### src/rtl/count1k_pkg.sv
// rtl/count1k_pkg.sv - shared constants, state encoding and sequence helper for the count monitor
package count1k_pkg;

  localparam int C1K_WIDTH   = 10;
  localparam int C1K_MODULUS = 1000;

  typedef enum logic [1:0] {
    ST_UNLOCKED = 2'd0,
    ST_LOCKING  = 2'd1,
    ST_LOCKED   = 2'd2
  } state_t;

  // Successor of v in a wrap-at-(modulus-1) sequence.
  function automatic int unsigned nxt(input int unsigned v, input int unsigned modulus);
    return (v == modulus - 1) ? 32'd0 : v + 32'd1;
  endfunction

endpackage

### src/rtl/count1k_monitor_if.sv
// rtl/count1k_monitor_if.sv - counter bus: sample strobe plus count value
interface count1k_if #(
  parameter int WIDTH = 10
);
  logic             q_valid;
  logic [WIDTH-1:0] q;

  modport master (output q_valid, output q);
  modport slave  (input  q_valid, input  q);
endinterface

### src/rtl/count1k_monitor_sat_counter.sv
// rtl/count1k_monitor_sat_counter.sv - event counter that sticks at all-ones
module sat_counter #(
  parameter int W = 16
) (
  input  logic         clk,
  input  logic         reset,
  input  logic         inc,
  output logic [W-1:0] value
);

  logic [W-1:0] value_q;

  // Count events, holding once the maximum value is reached.
  always_ff @(posedge clk or posedge reset) begin
    if (reset) begin
      value_q <= '0;
    end else if (inc && (value_q != {W{1'b1}})) begin
      value_q <= value_q + W'(1);
    end
  end

  assign value = value_q;

endmodule

### src/rtl/count1k_monitor.sv
// rtl/count1k_monitor.sv - lock/track checker for the mod-1000 count stream
module count1k_monitor
  import count1k_pkg::*;
#(
  parameter int WIDTH       = C1K_WIDTH,
  parameter int MODULUS     = C1K_MODULUS,
  parameter int LOCK_CNT    = 4,
  parameter int STAT_W      = 16,
  parameter int ZERO_RESYNC = 1
) (
  input  logic              clk,
  input  logic              reset,
  count1k_if.slave          bus,
  output logic              locked,
  output logic              err_pulse,
  output logic [STAT_W-1:0] err_count,
  output logic [STAT_W-1:0] wrap_count,
  output logic [WIDTH-1:0]  expected
);

  localparam int MW = $clog2(LOCK_CNT + 1);

  state_t           state_q;
  logic [MW-1:0]    match_q;
  logic [WIDTH-1:0] expected_q;
  logic             locked_q;
  logic             err_pulse_q;

  logic             legal;
  logic             hit;
  logic             resync;
  logic             err_inc;
  logic             wrap_inc;
  logic [WIDTH-1:0] nxt_v;
  logic [MW-1:0]    match_d;

  // Classify the current sample against the tracked sequence.
  always_comb begin
    legal    = (32'(bus.q) < 32'(MODULUS));
    hit      = (bus.q == expected_q);
    nxt_v    = WIDTH'(nxt(32'(bus.q), 32'(MODULUS)));
    match_d  = match_q + MW'(1);
    resync   = (ZERO_RESYNC != 0) && (bus.q == '0) && !hit;
    err_inc  = bus.q_valid && (state_q == ST_LOCKED) && !hit && !resync;
    wrap_inc = bus.q_valid && (state_q == ST_LOCKED) && hit && (bus.q == '0);
  end

  // Lock FSM with tracked expectation, match run length and registered flags.
  always_ff @(posedge clk or posedge reset) begin
    if (reset) begin
      state_q     <= ST_UNLOCKED;
      match_q     <= '0;
      expected_q  <= '0;
      locked_q    <= 1'b0;
      err_pulse_q <= 1'b0;
    end else begin
      err_pulse_q <= err_inc;
      if (bus.q_valid) begin
        case (state_q)
          ST_UNLOCKED: begin
            if (legal) begin
              expected_q <= nxt_v;
              match_q    <= MW'(1);
              state_q    <= ST_LOCKING;
            end
          end
          ST_LOCKING: begin
            if (!legal) begin
              match_q <= '0;
              state_q <= ST_UNLOCKED;
            end else if (hit) begin
              expected_q <= nxt_v;
              match_q    <= match_d;
              if (match_d == MW'(LOCK_CNT)) begin
                state_q  <= ST_LOCKED;
                locked_q <= 1'b1;
              end
            end else begin
              expected_q <= nxt_v;
              match_q    <= MW'(1);
            end
          end
          ST_LOCKED: begin
            if (hit) begin
              expected_q <= nxt_v;
            end else if (legal) begin
              // Zero resync and ordinary legal mismatches both restart locking from q.
              expected_q <= nxt_v;
              match_q    <= MW'(1);
              state_q    <= ST_LOCKING;
              locked_q   <= 1'b0;
            end else begin
              match_q  <= '0;
              state_q  <= ST_UNLOCKED;
              locked_q <= 1'b0;
            end
          end
          default: begin
            match_q  <= '0;
            state_q  <= ST_UNLOCKED;
            locked_q <= 1'b0;
          end
        endcase
      end
    end
  end

  sat_counter #(.W(STAT_W)) u_err_cnt (
    .clk   (clk),
    .reset (reset),
    .inc   (err_inc),
    .value (err_count)
  );

  sat_counter #(.W(STAT_W)) u_wrap_cnt (
    .clk   (clk),
    .reset (reset),
    .inc   (wrap_inc),
    .value (wrap_count)
  );

  assign locked    = locked_q;
  assign err_pulse = err_pulse_q;
  assign expected  = expected_q;

endmodule
### src/flat_wrapper.sv
// flat-port wrapper written by rule: the top's interface ports become plain ports
module count1k_monitor_flat import count1k_pkg::*;
#(
  parameter int WIDTH       = C1K_WIDTH,
  parameter int MODULUS     = C1K_MODULUS,
  parameter int LOCK_CNT    = 4,
  parameter int STAT_W      = 16,
  parameter int ZERO_RESYNC = 1
)
  (clk, reset, locked, err_pulse, err_count, wrap_count, expected, bus_q_valid, bus_q);
  count1k_if #(.WIDTH(WIDTH)) bus_i ();
  input  logic clk;
  input  logic reset;
  output logic locked;
  output logic err_pulse;
  output logic [STAT_W-1:0] err_count;
  output logic [STAT_W-1:0] wrap_count;
  output logic [WIDTH-1:0] expected;
  input wire logic [$bits(bus_i.q_valid)-1:0] bus_q_valid;
  input wire logic [$bits(bus_i.q)-1:0] bus_q;
  assign bus_i.q_valid = bus_q_valid;
  assign bus_i.q = bus_q;
  count1k_monitor #(.WIDTH(WIDTH), .MODULUS(MODULUS), .LOCK_CNT(LOCK_CNT), .STAT_W(STAT_W), .ZERO_RESYNC(ZERO_RESYNC)) u_core (.clk(clk), .reset(reset), .bus(bus_i), .locked(locked), .err_pulse(err_pulse), .err_count(err_count), .wrap_count(wrap_count), .expected(expected));
endmodule
### config.mk
export PLATFORM = sky130hd
export DESIGN_NAME = count1k_monitor_flat
export DESIGN_NICKNAME = d
export VERILOG_FILES = /design/src/rtl/count1k_pkg.sv /design/src/rtl/count1k_monitor_if.sv /design/src/rtl/count1k_monitor_sat_counter.sv /design/src/rtl/count1k_monitor.sv /design/src/flat_wrapper.sv
export SDC_FILE = /design/constraint.sdc
export NUM_CORES = 1
export LEC_CHECK = 0
export CAP_MARGIN = 0
export CORE_MARGIN = 2
export CORE_UTILIZATION = 45
export DETAILED_ROUTE_END_ITERATION = 16
export PLACE_DENSITY = 0.78
export SLEW_MARGIN = 40
export SYNTH_ARGS = -nofsm -noshare
export SYNTH_HDL_FRONTEND = slang
export SYNTH_SLANG_ARGS = --single-unit
### constraint.sdc
create_clock -name clk -period 2.3 [get_ports clk]
set_input_delay 0.575 -clock clk [delete_from_list [all_inputs] [get_ports clk]]
set_output_delay 0.575 -clock clk [all_outputs]
set_load 0.005 [all_outputs]
==> metrics <==
Logic pwr share=15.7%; gr busiest metal=met2; Crit path buffers/inverters=2; layout filler cell count=461; DR WL/cell=~15 µm; vias in the first global route=roughly 2.6k; Post-synth EDFFs=0; total power=1.86 mW; Yosys cell types=45; Async S/R FF share, synth=100%; Required @ worst endpoint=2500 ps; first-pass iteration count of the detailed router=4; core box area=5990 µm²; DR iter-0 viols=171; Crit. End Element=flop; total congestion overflow=0; Slew HR=60.9%; cts bufs inserted=5; top cells by count, synth=49 x dfrtp_1, 27 x xnor2_1, 23 x nand2_1; CTS sink cnt=between 40 and 50; yosys warns=0; Critical Path AT=around 2500 ps; max-cap violation count=0; final hold vios=0; Reg area=approximately 1200 µm²; Net Switching=between 0.4 and 0.5 mW; io pins=57; met2 Use GR=~33%; CP Max Fanout=5; Cell Pwr Density=469 nW/µm²; Flop pwr share=about half; routability cong.=~0.85; crit path from=bus_q[7]; Yosys top cell area share=a little over two fifths; # DRC=0; H-Tree Depth=2; RR Startpoint=u_core.expected[6]$_DFFE_PP0P_; Switching Share=about a quarter; Setup crit start kind=input pin; first-pass GRT wire length=11900 µm; multi-input logic area=roughly 1500 µm²; Die W=roughly 83 µm; Routed Antenna Nets=0; area leader, netlist=dfrtp_1; Nets=between 400 and 500; slowest CP cell=or4_4; syn nets=305; n_diodes=0; Hold/Removal Path Class=flop to flop; met3 Use GR=between 3 and 4%; TritonCTS clock tree=yes; Syn Area/Cell=just under 10 µm²; gr usage total=around 21%; # rows=28; Final Cycle Share=100%; Routed WL=slightly below 7000 µm; Worst-Margin Slew=a little under 600 ps; fin. max-slew vios=0; initial antenna violation count=0; fmax=434 MHz; Final Core Density=between 60% and 70%; clock buffer depth=2; Top delay family on crit path=simple AND/OR/NAND/NOR gates; clock network fraction of total power=a little over a third; synth top area cells=dfrtp_1 44%, xnor2_1 8.4%, xor2_1 6.2%; area grow syn2layout=41.0%; Synth Flop Type=dfrtp_1; Post-DP HPWL=between 4000 and 5000 µm; critical path type=input pin to flop; violated checks=setup timing; most frequent cell after synthesis=dfrtp_1; Yosys reg bits=roughly 50; RSZ-0062 raised after global routing=yes; Worst-Skew Late Latency=310 ps; final setup violation count=1; DIE AREA=about 6900 µm²; Pint=1.39 mW; layout cells sized above 1=between 20% and 30%; final hold slack=512 ps; largest net degree at the start of global routing=31; Synth Instances=about 290; Cell Area, Synth=between 2000 and 3000 µm²; Hold Startpoint=u_core.u_err_cnt.value[11]$_DFFE_PP0P_; CP max stage delay=~520 ps; Fin Clk Skew=12.1 ps; post-synthesis sequential area ratio=between 40 and 50%; Initial Utilization=47.0%; Die Y=83.1 µm; leakage power figure=1.80 nW; status=finished with violations; DR vias=2519; met1 GRT Util=~28%; port bufs=56; setup ws final=-3.67 ps; DR vias/cell=around 5.5; Peak VDD IR=between 0.4 and 0.5 mV; worst-path cell chain=dlygate4sd2_1 > xnor2_1 > nand4_2 > or4_4 > a21oi_4 > bufbuf_16 > mux2_2; CTS root buf=clkbuf_8; clock-pin slew on the worst setup and hold paths=approximately 110 ps; min Tclk post-route=2300 ps
-- cell usage in the layout, fill, tap and decap left out, types with 2 or more instances in the layout --
master / instances
buf_12: 3
o311ai_0: 2
dlygate4sd2_1: 10
nor3b_1: 2
inv_6: 2
nand2_1: 23
inv_1: 12
nand3_1: 17
and4_1: 3
xnor2_1: 24
nor3_1: 20
xor2_1: 20
nand2b_1: 2
clkbuf_8: 5
buf_4: 43
nand4_1: 16
nor2_1: 16
or4_1: 2
mux2_2: 10
nor4_1: 6
clkdlybuf4s50_1: 46
a21oi_1: 3
and3_1: 6
o21ai_0: 7
xnor2_2: 3
or2_2: 2
nor4_4: 2
ha_1: 6
dfrtp_1: 49
-- final cells by class --
cell class,count,share of cell area [%]
Clock inverter,3,1.20
Tap cell,75,2.36
Clock buffer,5,1.73
Timing Repair Buffer,103,24.3
Multi-Input combinational cell,211,38.4
Sequential cell,49,30.9
Inverter,13,1.23
-- power by group through the flow --
stage | logic, mW | clock network [mW] | registers (mW)
2_1_floorplan | 0.117 | 0 | 0.927
3_3_place_gp | 0.254 | 0 | 0.929
3_5_place_dp | 0.259 | 0 | 0.930
4_1_cts | 0.279 | 0.667 | 0.915
5_1_grt | 0.315 | 0.714 | 0.919
6_report | 0.293 | 0.656 | 0.915
-- state kept, by name (all words and copies together) (netlist names) --
signal and flops:
u_core.u_err_cnt.value 16, u_core.u_wrap_cnt.value 16, u_core.expected 10, u_core.match_q 3, u_core.state_q 2, u_core.err_pulse 1, u_core.locked 1
-- kinds of logic (layout without fill, tap and decap cells) --
group,count (synthesis),in the layout,synth area share [%]
buf+inv,26,124,4.00
flops,49,49,43.5
xor+xnor,47,47,14.6
compound gates,21,21,5.55
simple gates,125,125,24.8
fa+ha+maj,6,6,2.66
mux,12,12,4.88
-- final timing paths --
path                                                     endpoint  slack [ps]  cells past startpoint
setup / recovery                   u_core.expected[7]$_DFFE_PP0P_          -4                      7
hold / removal             u_core.u_err_cnt.value[11]$_DFFE_PP0P_         510                      1
setup reg to reg                   u_core.expected[7]$_DFFE_PP0P_         100                      6
hold reg to reg            u_core.u_err_cnt.value[11]$_DFFE_PP0P_         510                      1
max in group asynchronous          u_core.expected[9]$_DFFE_PP0P_        1190                      3
min in group asynchronous   u_core.u_err_cnt.value[9]$_DFFE_PP0P_         590                      2
-- per-stage QoR --
step	setup slack, ps	cell area, µm²	instances	TNS, ps
2_1_floorplan	1.30	2820	286	0
3_3_place_gp	-360	3740	443	-11410
3_5_place_dp	-396	3740	443	-12700
4_1_cts	-11.9	3940	456	-37.7
5_1_grt	-29.6	3970	459	-80.0
6_report	-3.67	3970	459	-3.67
-- per-layer routing --
| layer | up-vias | wire length, µm |
|---|---|---|
| met5 | - | 0 |
| met1 | 1231 | 3140 |
| met4 | 0 | 112 |
| li1 | 1210 | - |
| met2 | 68 | 3380 |
| met3 | 10 | 310 |
-- worst reg2reg max path, delay by kind of cell, from the launching register on --
kind,cells,cell delay [ps]
AOI/OAI and AO/OA,1,170
xor gates and xnor gates,1,230
buffers and inverters,1,280
DFF,1,430
muxes,1,330
and+or+nand+nor,2,660
-- repair_timing --
| action | CTS | global route |
|---|---|---|
| setup buffers | 4 | 3 |
| setup endpoints to repair | 19 | 11 |
| pin swaps | 8 | 6 |
| hold endpoints to repair | 0 | 0 |
| cloned | 1 | 0 |
| gates resized for setup | 14 | 2 |
| hold buffers | 0 | 0 |
No activity file was read; power rests on OpenSTA's default activity.
